==> src/rtl/wb_regfile_pkg.sv <==
// Shared pipeline constants and the write-back source encoding used by the
// write-back stage and its register file.
package wb_regfile_pkg;

    localparam int XLEN      = 32;
    localparam int NREG      = 32;
    localparam int REG_IDX_W = 5;

    localparam logic [REG_IDX_W-1:0] X0 = 5'd0;

    typedef enum logic {
        WB_ALU = 1'b0,
        WB_MEM = 1'b1
    } wb_src_e;

endpackage

==> src/rtl/wb_regfile_regfile_2r1w.sv <==
// Architectural integer register file: two asynchronous read ports with
// write-first bypass, one synchronous write port, x0 hard-wired to zero.
module regfile_2r1w
    import wb_regfile_pkg::*;
#(
    parameter int XLEN      = wb_regfile_pkg::XLEN,
    parameter int NREG      = wb_regfile_pkg::NREG,
    parameter int RST_CLEAR = 1
) (
    input  logic                 clk_i,
    input  logic                 rst_i,
    input  logic                 we_i,
    input  logic [REG_IDX_W-1:0] waddr_i,
    input  logic [XLEN-1:0]      wdata_i,
    input  logic [REG_IDX_W-1:0] raddr1_i,
    input  logic [REG_IDX_W-1:0] raddr2_i,
    output logic [XLEN-1:0]      rdata1_o,
    output logic [XLEN-1:0]      rdata2_o
);

    logic [XLEN-1:0] regs_q [NREG];

    // Reset beats a simultaneous write; without RST_CLEAR it only blocks it.
    always_ff @(posedge clk_i) begin
        if (rst_i) begin
            if (RST_CLEAR != 0) begin
                for (int i = 0; i < NREG; i++) begin
                    regs_q[i] <= '0;
                end
            end
        end else if (we_i && (waddr_i != X0)) begin
            regs_q[waddr_i] <= wdata_i;
        end
    end

    always_comb begin
        rdata1_o = '0;
        if (raddr1_i != X0) begin
            if (we_i && (raddr1_i == waddr_i)) begin
                rdata1_o = wdata_i;
            end else begin
                rdata1_o = regs_q[raddr1_i];
            end
        end
    end

    always_comb begin
        rdata2_o = '0;
        if (raddr2_i != X0) begin
            if (we_i && (raddr2_i == waddr_i)) begin
                rdata2_o = wdata_i;
            end else begin
                rdata2_o = regs_q[raddr2_i];
            end
        end
    end

endmodule

==> src/rtl/wb_regfile.sv <==
// Write-back stage of the RV32I pipeline: selects ALU or load data, qualifies
// the commit, counts committed writes and hosts the register file.
module wb_regfile
    import wb_regfile_pkg::*;
#(
    parameter int XLEN      = wb_regfile_pkg::XLEN,
    parameter int NREG      = wb_regfile_pkg::NREG,
    parameter int RST_CLEAR = 1
) (
    input  logic                 clk_i,
    input  logic                 rst_i,
    input  logic                 RegWrite_i,
    input  logic                 MemtoReg_i,
    input  logic [XLEN-1:0]      addr_i,
    input  logic [XLEN-1:0]      Read_data_i,
    input  logic [REG_IDX_W-1:0] rd_i,
    input  logic [REG_IDX_W-1:0] RS1addr_i,
    input  logic [REG_IDX_W-1:0] RS2addr_i,
    output logic [XLEN-1:0]      RS1data_o,
    output logic [XLEN-1:0]      RS2data_o,
    output logic [XLEN-1:0]      wb_data_o,
    output logic [REG_IDX_W-1:0] wb_rd_o,
    output logic                 wb_en_o,
    output logic [31:0]          wb_count_o
);

    logic [31:0] wbCount_q;
    logic [31:0] wbCount_d;

    assign wb_data_o = (MemtoReg_i == logic'(WB_MEM)) ? Read_data_i : addr_i;
    assign wb_rd_o   = rd_i;
    assign wb_en_o   = RegWrite_i & (rd_i != X0) & ~rst_i;

    // The counter wraps silently; only effective commits are counted.
    always_comb begin
        wbCount_d = wbCount_q;
        if (wb_en_o) begin
            wbCount_d = wbCount_q + 32'd1;
        end
    end

    always_ff @(posedge clk_i) begin
        if (rst_i) begin
            wbCount_q <= '0;
        end else begin
            wbCount_q <= wbCount_d;
        end
    end

    assign wb_count_o = wbCount_q;

    regfile_2r1w #(
        .XLEN      (XLEN),
        .NREG      (NREG),
        .RST_CLEAR (RST_CLEAR)
    ) u_regfile (
        .clk_i    (clk_i),
        .rst_i    (rst_i),
        .we_i     (wb_en_o),
        .waddr_i  (rd_i),
        .wdata_i  (wb_data_o),
        .raddr1_i (RS1addr_i),
        .raddr2_i (RS2addr_i),
        .rdata1_o (RS1data_o),
        .rdata2_o (RS2data_o)
    );

endmodule

==> config.mk <==
export PLATFORM = sky130hd
export DESIGN_NAME = wb_regfile
export DESIGN_NICKNAME = d
export VERILOG_FILES = /design/src/rtl/wb_regfile_pkg.sv /design/src/rtl/wb_regfile_regfile_2r1w.sv /design/src/rtl/wb_regfile.sv
export SDC_FILE = /design/constraint.sdc
export NUM_CORES = 2
export LEC_CHECK = 0
export CORE_ASPECT_RATIO = 0.7
export CORE_MARGIN = 2
export CORE_UTILIZATION = 40
export CTS_CLUSTER_SIZE = 24
export DETAILED_ROUTE_END_ITERATION = 16
export GPL_ROUTABILITY_DRIVEN = 0
export MAX_ROUTING_LAYER = met4
export PLACE_DENSITY = 0.58
export SLEW_MARGIN = 20
export SYNTH_ARGS = -nofsm -noshare
export SYNTH_HDL_FRONTEND = slang
export SYNTH_SLANG_ARGS = --single-unit
==> constraint.sdc <==
create_clock -name clk_i -period 3.8 [get_ports clk_i]
set_input_delay 0.76 -clock clk_i [delete_from_list [all_inputs] [get_ports clk_i]]
set_output_delay 0.76 -clock clk_i [all_outputs]
set_load 0.005 [all_outputs]
==> impl_metrics.env <==
export IMPL_antenna_found_initial=3
export IMPL_ys_flop_type="edfxtp_1"
export IMPL_drc_errors=0
export IMPL_grt_pass1_vias=39740
export IMPL_synth_seq_cells=1056
export IMPL_cts_sinks=1056
export IMPL_pre_cts_ws_ns=-1.115
export IMPL_cts_root_buf="clkbuf_16"
export IMPL_hp_start="wb_count_o[31]"
export IMPL_skew_ns=0.005872
export IMPL_die_area_um2=139700
export IMPL_required_ns=3.04
export IMPL_async_reset_ff_frac=0
export IMPL_synth_top_area_cell="edfxtp_1"
export IMPL_peakVddDrop_mv=0.3831
export IMPL_hold_end="wb_count_o[31]"
export IMPL_maxCapViolations=0
export IMPL_crit_path_frequent_cell="buf_4"
export IMPL_critPathTopFamily="buffers and inverters"
export IMPL_max_freq_mhz=263.8
export IMPL_clk_latency_ns=0.73
export IMPL_routed_wl_um=209600
export IMPL_crit_path_top_delay_cell="nor3_2"
export IMPL_crit_arrival_ns=3.03
export IMPL_rsz0062_at_grt="yes"
export IMPL_grt_pass1_wl_um=295100
export IMPL_cts_tree="built"
export IMPL_drive_gt1_frac=0.3187
export IMPL_synthDominantCellAreaShare=0.5625
export IMPL_rows=113
export IMPL_vias_per_cell=6.319
export IMPL_core_area_um2=135600
export IMPL_r2r_end="wb_count_o[30]"
export IMPL_cp_max_fo=14
export IMPL_hold_path_depth=2
export IMPL_cp_depth=10
export IMPL_worst_pin_slew_ns=0.8849
export IMPL_leakagePower_nw=24.62
export IMPL_synth_edf_count=1024
export IMPL_port_buffers=216
export IMPL_setup_viol=0
export IMPL_path_cells="buf_6, buf_4, buf_4, nand2b_4, buf_4, o22ai_1, nor3_2, nor3_1, a211oi_1, dlygate4sd2_1"
export IMPL_ys_seq_area_frac=0.5743
export IMPL_synth_cell_types=65
export IMPL_max_stage_delay_ns=0.38
export IMPL_die_h_um=313.3
export IMPL_dpl_cell_area_um2=63460
export IMPL_setup_ws_ns=0.009017
export IMPL_worst_setup_path_end_kind="output port"
export IMPL_start_util=0.4031
export IMPL_htree_levels=3
export IMPL_fin_crit_ns=3.791
export IMPL_syn_area_um2=54660
export IMPL_clockBufferDepth=3
export IMPL_status="completed"
export IMPL_cp_start_kind="input port"
export IMPL_path_buf_inv=5
export IMPL_fin_area_um2=68440
export IMPL_io_pins=217
export IMPL_drtAntennaViolNets=0
export IMPL_critPathKind="in -> out"
export IMPL_r2r_cells=5
export IMPL_regToRegStartpoint="wb_count_o[3]"
export IMPL_hpwl_um=135700
export IMPL_yosys_warnings=0
export IMPL_yosysMostFrequentCell="nor2_1"
export IMPL_r2r_setup_slack_ns=1.56
export IMPL_syn_avg_cell_area_um2=13.36
export IMPL_final_net_count=4728
export IMPL_grt_max_degree=59
export IMPL_hold_buffers=0
export IMPL_synthToLayoutAreaGrowth_pct=25.20
export IMPL_ys_top_cells_by_area="edfxtp_1 (56%), mux4_2 (16%), nor2_1 (7.8%)"
export IMPL_grt_util_all_layers=0.3064
export IMPL_cts_buffers=104
export IMPL_hold_class="reg -> reg"
export IMPL_wl_per_cell_um=32.17
export IMPL_die_width_um=445.8
export IMPL_via_count=41170
export IMPL_syn_inst=4090
export IMPL_clkTransAtPathRegs_ns=0.07
export IMPL_power_density_nw_per_um2=424.3
export IMPL_grt_overflow=0
export IMPL_ys_top_cells_by_count="nor2_1 (1,137), edfxtp_1 (1,024), mux4_2 (386)"
export IMPL_finalCritPeriodShare=0.9976
export IMPL_maxSlewHeadroom=0.4046
export IMPL_finalHoldViolations=0
export IMPL_drt_iter0_drc=6385
export IMPL_firstDrtPassIters=6
export IMPL_finalMaxSlewViolations=0
==> timing repair <==
action                                  in CTS  in global routing
endpoints found under the setup margin      64                 23
setup buffers                               50                 19
gates cloned                                 7                  1
pin swaps                                   27                 16
resized for setup                          216                 40
hold endpoints to repair                     0                  0
==> worst max path at each step <==
stage,from,slack (ns),to
2_1_floorplan,rd_i[1],0.65,RS1data_o[14]
3_3_place_gp,rd_i[0],-1.09,RS1data_o[9]
3_5_place_dp,rd_i[0],-1.12,RS1data_o[9]
4_1_cts,rd_i[2],-0.07,RS2data_o[17]
5_1_grt,RS2addr_i[0],-0.005,RS2data_o[18]
6_report,RS1addr_i[4],0.009,RS1data_o[25]
==> cells by family after synthesis <==
kind of cell    synth area share
flops                     0.5743
mux                       0.2213
compound gates           0.05153
fa+ha+maj              0.0002289
xor+xnor                0.004486
simple gates              0.1097
buf+inv                  0.03846
other cells           0.00006860
==> state kept, by name, indices dropped and copies added, names as in the netlist <==
register / count
wb_count_o: 32
u_regfile.regs_q: 1024
==> cell usage in the layout (no fill, tap or decap), types with 19 or more instances in the layout <==
master	synthesis	layout
conb_1	1	32
dfxtp_1	32	32
a21oi_1	22	21
nor3_2	1	27
o22ai_1	92	86
mux2_2	119	119
edfxtp_1	1024	1024
buf_6	6	19
nor3_1	144	111
nand2_2	0	29
xnor2_1	23	23
a221o_1	54	54
clkbuf_16	0	108
inv_1	38	38
clkdlybuf4s50_1	0	136
mux4_2	386	386
nor2_1	1137	1137
nand2b_2	0	32
mux2i_4	0	32
o221ai_1	59	55
clkbuf_1	279	24
a211oi_1	99	72
clkinv_1	0	27
dlygate4sd2_1	0	52
buf_4	30	490
mux2i_1	206	170
buf_12	0	118
a211oi_2	0	22
==> routing by layer <==
metal,vias to the layer above,GRT usage,wire (um)
li1,16680,-,-
met1,20920,0.4332,82470
met2,3118,0.4301,89820
met3,448,0.07650,29020
met4,0,0.1055,8260
met5,-,-,0
==> worst min-delay path, delay by kind of cell, from the launching register on <==
| family | cells | cell delay, ns |
|---|---|---|
| compound gates | 2 | 0.12 |
| flops | 1 | 0.32 |
==> area by class of cell <==
| class | instances | area [um2] |
|---|---|---|
| Fill cell | 11520 | 67150 |
| Sequential cell | 1056 | 31390 |
| Multi-Input combinational cell | 2590 | 22430 |
| Timing Repair Buffer | 853 | 8810 |
| Clock buffer | 131 | 2768 |
| Tap cell | 1782 | 2230 |
| Clock inverter | 62 | 654.4 |
| Inverter | 39 | 146.4 |
| Antenna cell | 2 | 5.005 |
==> where the power goes <==
part           total (W)  switching, W  internal (W)  leakage (nW)
Sequential        0.0137      0.000323        0.0134          10.0
Combinational    0.00455       0.00246       0.00209          12.9
Clock             0.0108       0.00469       0.00609          1.66
Total             0.0290       0.00747        0.0216          24.6
==> stage by stage <==
step	TNS, ns	hold slack, ns	total power (W)	cells	util
global placement	-33.23	0.4615	0.01824	6250	0.4680
finish	0	0.4889	0.02904	6515	0.5047
detailed placement	-34.33	0.4725	0.01828	6250	0.4680
floorplan	0	0.4682	0.01604	4121	-
CTS	-0.1222	0.4855	0.02897	6496	0.5024
global route	-0.004810	0.5058	0.02975	6515	0.5047
Power figures use the tool's default switching activity.
